--- config.mk ---
export PLATFORM = sky130hd
export DESIGN_NAME = irq_timer_ctrl
export DESIGN_NICKNAME = d
export VERILOG_FILES = /design/src/rtl/irq_timer_ctrl.sv
export SDC_FILE = /design/constraint.sdc
export NUM_CORES = 1
export LEC_CHECK = 0
export BUFFER_PORTS_ARGS = -buffer_cell sky130_fd_sc_hd__buf_2
export CAP_MARGIN = 20
export CORE_ASPECT_RATIO = 2
export CORE_UTILIZATION = 63
export CTS_BUF_LIST = sky130_fd_sc_hd__clkbuf_16
export CTS_CLUSTER_SIZE = 25
export DETAILED_ROUTE_END_ITERATION = 10
export GPL_ROUTABILITY_DRIVEN = 1
export PLACE_DENSITY = 0.8
export SETUP_SLACK_MARGIN = 0.1
export SLEW_MARGIN = 10
export SYNTH_ARGS = -nofsm -noshare
export SYNTH_HDL_FRONTEND = slang
export SYNTH_SLANG_ARGS = --single-unit
export TNS_END_PERCENT = 20
--- constraint.sdc ---
create_clock -name clk -period 5.1 [get_ports clk]
set_input_delay 0.51 -clock clk [delete_from_list [all_inputs] [get_ports clk]]
set_output_delay 0.51 -clock clk [all_outputs]
set_load 0.1 [all_outputs]
--- src/rtl/irq_timer_ctrl.sv ---
// Interrupt source for the CPU control unit: programmable down-counter timer plus
// edge-triggered external lines, each with a pending latch and mask, and a single in-service slot.
module irq_timer_ctrl #(
  parameter int                  DATA_W       = 8,
  parameter int                  N_EXT        = 4,
  parameter logic [2*DATA_W-1:0] RESET_PERIOD = 16'd999
) (
  input  logic              clk,
  input  logic              reset,
  input  logic [N_EXT-1:0]  ext_irq,
  input  logic              cfg_we,
  input  logic [1:0]        cfg_addr,
  input  logic [DATA_W-1:0] cfg_wdata,
  output logic [DATA_W-1:0] cfg_rdata,
  input  logic              s_finish_interr,
  output logic              i_timer,
  output logic              s_interruption,
  output logic [2:0]        irq_id
);

  localparam int         CNT_W     = 2 * DATA_W;
  localparam logic [1:0] ADDR_PLO  = 2'd0;
  localparam logic [1:0] ADDR_PHI  = 2'd1;
  localparam logic [1:0] ADDR_CTRL = 2'd2;
  localparam logic [1:0] ADDR_PEND = 2'd3;

  logic [CNT_W-1:0] period_reg, period_next;
  logic [CNT_W-1:0] count_reg, count_next;
  logic             en_reg;
  logic [N_EXT-1:0] mask_reg;
  logic [N_EXT:0]   pend_reg, pend_next, pend_set, pend_clr;
  logic [N_EXT:0]   req_vec, take_onehot;
  logic [N_EXT-1:0] sync1_reg, sync2_reg, prev_reg;
  logic             in_service_reg;
  logic [2:0]       irq_id_reg, win_id;
  logic             tick, take;
  logic             wr_plo, wr_phi, wr_ctrl, wr_pend;
  logic             unused_wdata;

  assign unused_wdata = ^cfg_wdata[DATA_W-1:N_EXT+1];

  assign wr_plo  = cfg_we && (cfg_addr == ADDR_PLO);
  assign wr_phi  = cfg_we && (cfg_addr == ADDR_PHI);
  assign wr_ctrl = cfg_we && (cfg_addr == ADDR_CTRL);
  assign wr_pend = cfg_we && (cfg_addr == ADDR_PEND);

  assign tick    = en_reg && (count_reg == '0);
  assign req_vec = pend_reg & {mask_reg, en_reg};
  assign i_timer = (|req_vec) & ~in_service_reg;
  assign take    = i_timer;

  assign s_interruption = in_service_reg;
  assign irq_id         = irq_id_reg;

  // Rising edge seen after the synchronizer marks the line pending.
  assign pend_set[0] = tick;
  generate
    for (genvar gi = 0; gi < N_EXT; gi++) begin : g_ext_edge
      assign pend_set[gi+1] = sync2_reg[gi] & ~prev_reg[gi];
    end
  endgenerate

  // Lowest index wins, so the timer has top priority.
  always_comb begin
    win_id      = '0;
    take_onehot = '0;
    for (int i = N_EXT; i >= 0; i--) begin
      if (req_vec[i]) begin
        win_id         = 3'(i);
        take_onehot    = '0;
        take_onehot[i] = 1'b1;
      end
    end
  end

  // Sets are OR-ed in last so a simultaneous set beats either kind of clear.
  always_comb begin
    pend_clr = '0;
    if (take)
      pend_clr = pend_clr | take_onehot;
    if (wr_pend)
      pend_clr = pend_clr | cfg_wdata[N_EXT:0];
    pend_next = (pend_reg & ~pend_clr) | pend_set;
  end

  always_comb begin
    period_next = period_reg;
    if (wr_plo)
      period_next[DATA_W-1:0] = cfg_wdata;
    if (wr_phi)
      period_next[CNT_W-1:DATA_W] = cfg_wdata;
  end

  always_comb begin
    count_next = count_reg;
    if (wr_plo || wr_phi)
      count_next = period_next;
    else if (tick)
      count_next = period_reg;
    else if (en_reg)
      count_next = count_reg - 1'b1;
  end

  always_comb begin
    cfg_rdata = '0;
    case (cfg_addr)
      ADDR_PLO:  cfg_rdata = period_reg[DATA_W-1:0];
      ADDR_PHI:  cfg_rdata = period_reg[CNT_W-1:DATA_W];
      ADDR_CTRL: cfg_rdata[N_EXT:0] = {mask_reg, en_reg};
      default:   cfg_rdata[N_EXT:0] = pend_reg;
    endcase
  end

  always_ff @(posedge clk) begin
    if (reset) begin
      period_reg     <= RESET_PERIOD;
      count_reg      <= RESET_PERIOD;
      en_reg         <= 1'b0;
      mask_reg       <= '0;
      pend_reg       <= '0;
      sync1_reg      <= '0;
      sync2_reg      <= '0;
      prev_reg       <= '0;
      in_service_reg <= 1'b0;
      irq_id_reg     <= '0;
    end else begin
      period_reg <= period_next;
      count_reg  <= count_next;
      pend_reg   <= pend_next;
      sync1_reg  <= ext_irq;
      sync2_reg  <= sync1_reg;
      prev_reg   <= sync2_reg;
      if (wr_ctrl) begin
        en_reg   <= cfg_wdata[0];
        mask_reg <= cfg_wdata[N_EXT:1];
      end
      if (take) begin
        in_service_reg <= 1'b1;
        irq_id_reg     <= win_id;
      end else if (s_finish_interr) begin
        in_service_reg <= 1'b0;
      end
    end
  end

endmodule

# Word level (Yosys, flattened, before mapping)
# Index checks and enable logic that the tools add are counted.
[op_classes] n_addsub=1 n_mul=0 n_div=0 order_cmp=0 n_eq_ne=3 shift=0 mux=21 bitwise_logic=15 n_reduce_logical=11
[ops] operator="$mux W16" n=3
[ops] operator="$mux W5" n=7
[ops] operator="$logic_not A16 Y1" n=1
[ops] operator="$mux W8" n=2
[ops] operator="$sub A16 B1 Y16 const B" n=1
[ops] operator="$mux W3" n=5
[ops] operator="$pmux W5 S3" n=1
[ops] operator="$and A5 B5 Y5" n=2
[ops] operator="$or A5 B5 Y5" n=2
[ops] operator="$pmux W3 S2" n=1
[ops] operator="$and A1 B1 Y1" n=5
[ops] operator="$logic_and A1 B1 Y1" n=5
[ops] operator="$not A1 Y1" n=5
[ops] operator="$not A5 Y5" n=1
[ops] operator="$reduce_or A5 Y1" n=1
[ops] operator="$eq A2 B2 Y1 const B" n=2
[ops] operator="$reduce_bool A3 Y1" n=1
[ops] operator="$eq A2 B1 Y1 const B" n=1
[ops] operator="$logic_not A2 Y1" n=1
[ops] operator="$mux W1" n=2
[ops] operator="$reduce_bool A2 Y1" n=1
[ops] operator="$logic_or A1 B1 Y1" n=1
[totals] ff_bits=58 latchBits=0 ram_bits=0 mem_bits_ro=0 input_bits=18 mem_count=0

# Logic depth before layout (Yosys ltp)
# Gate-level depths: netlist (run 1).
[depth] word_depth=12 depth_mapped=8 mapped_depth_nobuf=7

# Worst setup path before layout (run 1)
# Ideal clock, no wire load.
[synth_timing] path_kind="input port to output port" start="in cfg_addr[0]" end="out cfg_rdata[5]" t_arrival_ns=2.658 setup_slack_ns=1.932 path_stages=5 path_cell_list="clkbuf_1 buf_2 clkbuf_1 mux2i_1 nor2_1"
[synth_between] elab_chain_len=2 word_cells_on_any_way=3 cone_classes="eq/ne (1); mux (1); reduce/logical (1)"
[synth_rtl] element="from (decl)" line="12" rtl="input logic [1:0] cfg_addr,"
[synth_rtl] element="$eq A2 B1 Y1 or $logic_not A2 Y1 (tied branches)" line="106" rtl="case (cfg_addr)"
[synth_rtl] element="$pmux W3 S2 (*)" line="106"
[synth_rtl] element="to (decl)" line="14" rtl="output logic [DATA_W-1:0] cfg_rdata,"
# Mark *: on every way between the ends. The rest lies on a longest branch, timed or not.

# Worst setup path after layout (run 1)
[layout_timing] start="reg en_reg" end="out i_timer"
[layout_between] elab_chain_len=3
[layout_rtl] element="from (decl)" line="29" rtl="logic en_reg;"
[layout_rtl] element="from (signal assigned)" line="134" rtl="en_reg <= cfg_wdata[0];"
[layout_rtl] element="$and A5 B5 Y5" line="48" rtl="assign req_vec = pend_reg & {mask_reg, en_reg};"
[layout_rtl] element="$reduce_or A5 Y1" line="49" rtl="assign i_timer = (|req_vec) & ~in_service_reg;"
[layout_rtl] element="$and A1 B1 Y1" line="49"
[layout_rtl] element="to (decl)" line="16" rtl="output logic i_timer,"
# Every way passes these cells.

==> metrics.md, run 1 <==
| Metric | Value |
|---|---|
| Number of global-route vias before repair | `2570` |
| Max-slew violation count | `0` |
| Number of non-filler instances in the completed layout | `414` |
| Timing startpoint of the critical path | `en_reg$_SDFFE_PP0P_` |
| Number of levels in the clock H-tree | `3` |
| Xor-xnor portion of the synthesized cell area | `3.488%` |
| CTS tree | `yes` |
| Router iterations before antenna repair | `4` |
| Area of the die | `roughly 5000 um^2` |
| Most instantiated flip-flop cell in the synthesis netlist | `sky130_fd_sc_hd__dfxtp_1` |
| Critical path required time | `4.59 ns` |
| Cell area after synthesis | `3013 um^2` |
| Worst reg2reg path depth | `4` |
| Synthesized netlist net count | `roughly 350` |
| Reg-to-reg critical path startpoint | `en_reg$_SDFFE_PP0P_` |
| Total count of hold-check failures in the final report | `0` |
| P_leak | `1.364 nW` |
| Worst hold margin | `roughly 0.4 ns` |
| Number of clock buffers inserted by TritonCTS | `9` |
| Unrepaired setup endpoints after global routing | `false` |
| Critical path class | `reg2out` |
| Global-route wire length before repair | `12230 um` |
| Number of ports placed on the die boundary | `31` |
| Post-route cell area | `3448 um^2` |
| Number of antenna violations at the first check in global routing | `0` |
| Synthesized-area fraction occupied by and/or/nand/nor cells | `between 20% and 30%` |
| Main combinational cell family by area after synthesis | `simple AND/OR/NAND/NOR gates` |
| Number of standard cells after synthesis | `334` |
| Core area | `about 4600 um^2` |
| Post-layout utilization of the core | `74.99%` |
| Worst Setup End Kind | `primary output` |
| Share of layout cells above drive strength 1 | `16.99%` |
| Status | `complete, no violations` |
| Proportion of synthesized chip area in sequential cells | `38.54%` |
| Arithmetic-cell share of the synthesized area counting full adders, half adders and majority gates | `less than 1%` |
| Die Ht | `99.80 um` |
| Detail Placement HPWL | `5063 um` |
| Reg-to-reg slack, setup | `2.67 ns` |
| Number of antenna diodes | `0` |
| Largest net degree at the start of global routing | `60` |
| Starting density of the core | `65.52%` |
| DRC violations left | `0` |
| Maximum vdd ir drop | `0.4519 mV` |
| Post-CTS sizing | `0` |
| Number of cell rows | `35` |
| Leading area contributor after synthesis | `sky130_fd_sc_hd__dfxtp_1` |
| Mean cell area of the mapped netlist | `9.021 um^2` |
| EDFF count, synth | `0` |
| Wire length reported by the detailed router | `between 7000 and 8000 um` |
| End of the worst register-to-register path | `count_reg[15]$_SDFFE_PP0P_` |
| Total area of sequential cells | `around 1200 um^2` |
| Critical path startpoint category | `register` |
| Port-buffer cells | `30` |
| Initial detailed-routing violation count | `84` |
| Worst path arrival time | `approximately 2.3 ns` |
| Termination of the worst setup path | `i_timer` |
| Multiplexer fraction of the synthesized cell area | `between 10% and 20%` |
| Clock network latency to the later pin of the worst-skew pair | `0.33 ns` |
| Distinct cells, synth | `54` |
| Final setup vio count | `0` |
| Antenna-violating nets left | `0` |
| Layout net count | `373` |
| Worst Clk Skew | `0.004210 ns` |
| Cts-stage hold buffer count | `0` |
| Slew @ Worst Pin | `1.076 ns` |
| Worst Setup Slack post-DPL | `2.360 ns` |
| Root buffer cell | `sky130_fd_sc_hd__clkbuf_16` |
| Post-CTS repair timing setup buffer count | `0` |
| DIE WIDTH | `50.90 um` |
| Total placed cells including tap cells | `398` |
| Highest clock frequency the design can meet | `0.3524 GHz` |
| Tot Pwr | `1.276 mW` |
| GRT overflow | `0` |
| Clock-pin transition on the worst setup and hold timing paths | `0.05 ns` |
| Synthesized-area fraction occupied by ao, oa, aoi and oai cells | `about a fifth` |
| Areal power density over the cells | `about 370 nW/um^2` |
| Relative slew slack | `28.10%` |
| Max-cap violations | `0` |
| Share of flip-flops with an asynchronous set or reset after synthesis | `0%` |
| Post-route setup slack | `2.262 ns` |
| Share of the clock period used by the worst path after layout | `55.64%` |
| Syn. warnings | `0` |
| Synth area leaders | `sky130_fd_sc_hd__dfxtp_1, sky130_fd_sc_hd__mux2i_1, sky130_fd_sc_hd__nor2b_1` |
| Final worst path period need | `about 2.8 ns` |
| Average routed wire per standard cell | `18.06 um` |
| Final weighted congestion in routability-driven placement | `roughly 0.85` |
| Post-placement cell area | `approximately 3100 um^2` |
| Area fraction of the dominant cell type after synthesis | `38.54%` |
| Hold Path Class | `in2reg` |
| TritonCTS sink count | `58` |
| Final-layout fill cell count | `357` |
| Setup TNS | `0 ns` |
| Total number of vias | `2642` |
| Synth-to-layout area growth | `14.45%` |
| Max clock buf depth | `2` |
| Footprint of the multi-input gates | `1724 um^2` |
| Overall global routing resource usage | `32.22%` |
| Per-cell via count in the routed design | `6.382` |
| Number of synthesized register bits | `58` |
| Critical-path maximum fanout | `12` |
==> routing by layer <==
metal | track usage (%) | part of all wire [%]
met1 | 35.49 | 38
met2 | 55.16 | 54
met3 | 6.970 | 4.4
met4 | 18.38 | 3.3
met5 | 0 | 0
==> worst max-delay path, stage by stage (launching register included) <==
cell	delay, ns
sky130_fd_sc_hd__dfxtp_1	0.55
sky130_fd_sc_hd__a22oi_1	0.29
sky130_fd_sc_hd__a31oi_1	0.61
sky130_fd_sc_hd__buf_2	0.55
==> layout by cell type (no fill, tap or decap), drive strengths merged, types with 3 or more instances in the layout <==
| cell type | n |
|---|---|
| nand2 | 24 |
| nor2 | 33 |
| nand4 | 3 |
| dfxtp | 58 |
| nor4 | 3 |
| xnor2 | 9 |
| nand3b | 4 |
| clkbuf | 9 |
| o211ai | 8 |
| and3 | 4 |
| a211o | 8 |
| a31oi | 10 |
| xor2 | 3 |
| nand3 | 12 |
| buf | 30 |
| a221oi | 3 |
| mux4 | 5 |
| nand2b | 5 |
| nor3 | 5 |
| a21oi | 20 |
| mux2i | 25 |
| and2 | 3 |
| clkinv | 4 |
| nor2b | 21 |
| a311oi | 6 |
| o21ai | 10 |
| inv | 9 |
==> synth_stat cells, drive strengths merged (4+ instances only) <==
master   n
a211o    8
a21oi   20
a311oi   6
a31oi   10
and3     4
buf      7
clkbuf  14
dfxtp   58
inv      8
mux2i   25
mux4     5
nand2   24
nand2b   5
nand3   12
nand3b   4
nor2    33
nor2b   21
nor3     5
o211ai   8
o21ai   10
xnor2    9
==> worst min-delay path by stage <==
stage,to,depth (start not counted),from
after floorplan,sync2_reg[0]$_SDFF_PP0_,1,sync1_reg[0]$_SDFF_PP0_
after global placement,sync2_reg[1]$_SDFF_PP0_,1,sync1_reg[1]$_SDFF_PP0_
after detailed placement,sync2_reg[1]$_SDFF_PP0_,1,sync1_reg[1]$_SDFF_PP0_
after CTS,sync1_reg[1]$_SDFF_PP0_,2,ext_irq[1]
after global routing,sync1_reg[1]$_SDFF_PP0_,2,ext_irq[1]
final,sync1_reg[1]$_SDFF_PP0_,2,ext_irq[1]
==> layout make-up <==
cell class	count	area share [%]
multi-input cells	246	50.00
flip-flops and latches	58	33.67
clock buffers	9	6.531
repair buffers	30	4.354
clock inverters	7	2.467
well taps	55	1.996
inverters	9	0.9797
==> kinds of logic (layout without fill, tap and decap cells) <==
group	count (synthesis)	after routing
mux	31	31
simple gates	121	121
xor+xnor	12	12
buf+inv	30	55
compound gates	81	81
flops	58	58
fa+ha+maj	1	1
==> report_power, final <==
| part | leakage [nW] | internal (mW) | switching, mW | total (mW) |
|---|---|---|---|---|
| sequential | 0.475 | 0.475 | 0.0249 | 0.500 |
| combinational | 0.735 | 0.0504 | 0.0986 | 0.149 |
| clock | 0.154 | 0.421 | 0.206 | 0.627 |
| total | 1.36 | 0.946 | 0.329 | 1.28 |
(Power assumes the default switching activity.)
==> run 2: changes to the inputs <==
- CORE_UTILIZATION: 63 -> 58
- PLACE_DENSITY: 0.8 -> 0.75
- clock period: 5.1 -> 2.75 ns (I/O delays scaled with it)
==> metrics.md, run 2 (synthesized netlist as in run 1, its figures left out) <==
| Metric | Value |
|---|---|
| Share of layout cells above drive strength 1 | `18.53%` |
| Unrepaired setup endpoints after global routing | `false` |
| Slew @ Worst Pin | `~0.80 ns` |
| Clock-pin transition on the worst setup and hold timing paths | `0.05 ns` |
| Number of ports placed on the die boundary | `31` |
| Portion of total power attributed to the clock network | `43.4%` |
| Post-CTS sizing | `0` |
| Critical path required time | `2.48 ns` |
| Critical path class | `reg2out` |
| Initial detailed-routing violation count | `~120` |
| Number of global-route vias before repair | `2605` |
| Internal portion of total power | `about 1.6 mW` |
| Overall global routing resource usage | `30.63%` |
| DIE WIDTH | `52.97 um` |
| Reg-to-reg slack, setup | `0.57 ns` |
| Root buffer cell | `sky130_fd_sc_hd__clkbuf_16` |
| Worst reg2reg path depth | `7` |
| Die Ht | `103.9 um` |
| Port-buffer cells | `30` |
| Highest clock frequency the design can meet | `0.4568 GHz` |
| Cell depth of the worst min-delay path | `2` |
| Tot Pwr | `between 2 and 2.5 mW` |
| Max-cap violations | `0` |
| Worst Clk Skew | `between 0.004 and 0.005 ns` |
| P_sw | `between 0.5 and 0.6 mW` |
| Total count of hold-check failures in the final report | `0` |
| Max clock buf depth | `2` |
| Core area | `4910 um^2` |
| Router iterations before antenna repair | `4` |
| TritonCTS sink count | `58` |
| Antenna-violating nets left | `0` |
| Chain of cells forming the critical path | `a22oi_1, buf_4, a31oi_2, buf_2` |
| Most common cell after layout, fill and taps aside | `sky130_fd_sc_hd__dfxtp_1` |
| Cts-stage hold buffer count | `0` |
| Area of the die | `5504 um^2` |
| Average routed wire per standard cell | `between 15 and 20 um` |
| Relative slew slack | `46.61%` |
| Hold Path Class | `in2reg` |
| Crit-path max cell delay | `a little over 0.5 ns` |
| Worst path arrival time | `1.91 ns` |
| Maximum vdd ir drop | `0.6807 mV` |
| Highest-count cells in the layout ignoring fill and taps | `sky130_fd_sc_hd__dfxtp_1, sky130_fd_sc_hd__nor2_1, sky130_fd_sc_hd__buf_2` |
| Max-slew violation count | `0` |
| P_leak | `1.388 nW` |
| Share of the clock period used by the worst path after layout | `between 70 and 80%` |
| Setup TNS | `0 ns` |
| Final worst path period need | `~2.2 ns` |
| Final setup vio count | `0` |
| Switching power as a share of total power | `27.28%` |
| Reg-to-reg critical path startpoint | `count_reg[0]$_SDFFE_PP1P_` |
| Hold path startpoint | `ext_irq[1]` |
| Number of clock buffers inserted by TritonCTS | `9` |
| Critical-path maximum fanout | `6` |
| Total number of vias | `2636` |
| DRC violations left | `0` |
| GRT overflow | `0` |
| Proportion of power drawn by flip-flops and latches | `between 40% and 50%` |
| Wire length reported by the detailed router | `7582 um` |
| Post-CTS repair timing setup buffer count | `0` |
| CTS tree | `yes` |
| Global-route wire length before repair | `12320 um` |
| Largest net degree at the start of global routing | `43` |
| Areal power density over the cells | `a little over 600 nW/um^2` |
| Final weighted congestion in routability-driven placement | `0.8633` |
| Starting density of the core | `61.37%` |
| Worst Setup End Kind | `primary output` |
| Status | `complete, no violations` |
| Critical path startpoint category | `register` |
| Number of levels in the clock H-tree | `3` |
| Number of antenna violations at the first check in global routing | `0` |
| Detail Placement HPWL | `5288 um` |
| Layout net count | `384` |
| Number of antenna diodes | `0` |
| Clock network latency to the later pin of the worst-skew pair | `0.33 ns` |
| End of the worst register-to-register path | `count_reg[1]$_SDFFE_PP1P_` |
| Synth-to-layout area growth | `15.16%` |
| Combinational Power Share | `13.5%` |
| Worst-path cell with the longest stage delay | `sky130_fd_sc_hd__buf_2` |
| Per-cell via count in the routed design | `6.217` |
| Number of cell rows | `36` |
| Min-Delay Endpoint | `sync1_reg[1]$_SDFF_PP0_` |
==> run 2: changes by cell type in the layout (fill, tap and decap cells not counted), sizes merged <==
cell,before,now
bufinv,2,0
buf,30,41
inv,9,10
clkinvlp,1,0
clkinv,4,3
==> run 2: power groups by stage <==
stage | Combinational, mW | Sequential [mW] | Clock (mW)
2_1_floorplan | 0.218 | 0.933 | 0
3_3_place_gp | 0.283 | 0.938 | 0
3_5_place_dp | 0.287 | 0.940 | 0
4_1_cts | 0.289 | 0.924 | 0.943
5_1_grt | 0.309 | 0.928 | 0.981
6_report | 0.289 | 0.925 | 0.932
==> run 2: worst max path at each step <==
stage	start	endpoint	slack (ns)	depth (start not counted)
final	pend_reg[0]$_SDFF_PP0_	i_timer	0.56	4
after floorplan	cfg_addr[0]	cfg_rdata[5]	0.05	5
after detailed placement	count_reg[0]$_SDFFE_PP1P_	count_reg[1]$_SDFFE_PP1P_	0.61	7
after global routing	count_reg[0]$_SDFFE_PP1P_	count_reg[1]$_SDFFE_PP1P_	0.43	7
after CTS	pend_reg[0]$_SDFF_PP0_	i_timer	0.55	4
after global placement	count_reg[0]$_SDFFE_PP1P_	count_reg[15]$_SDFFE_PP0P_	0.70	7
==> run 2: layout make-up <==
class / count / area, um^2
multi-input cells: 246 / 1730
fillers: 386 / 1440
flip-flops and latches: 58 / 1161
repair buffers: 41 / 232.7
clock buffers: 9 / 225.2
well taps: 57 / 71.32
inverters: 9 / 33.78
clock inverters: 4 / 15.01
==> run 2: stage by stage <==
step | hold WS [ns] | std cells | instance area [um^2] | utilization [%] | setup WS, ns
after floorplan | 0.3583 | 334 | 3019 | - | 0.05237
after global placement | 0.4241 | 411 | 3229 | 65.77 | 0.6999
after detailed placement | 0.4287 | 411 | 3229 | 65.77 | 0.6074
after CTS | 0.1505 | 424 | 3470 | 70.67 | 0.5494
after global routing | 0.1668 | 424 | 3470 | 70.67 | 0.4309
final | 0.1530 | 424 | 3470 | 70.67 | 0.5608
==> run 2: worst max-delay path, delay by kind of cell, from the launching register on <==
kind	cells	cell delay, ns
buffers and inverters	2	0.68
DFF	1	0.38
AOI/OAI and AO/OA	2	0.51
==> run 2: layer usage <==
layer	track usage (%)	up-vias	wire [um]
met3	6.433	21	350
met2	51.08	69	4102
li1	-	1268	-
met1	34.27	1278	2915
met5	0	-	0
met4	17.11	0	214
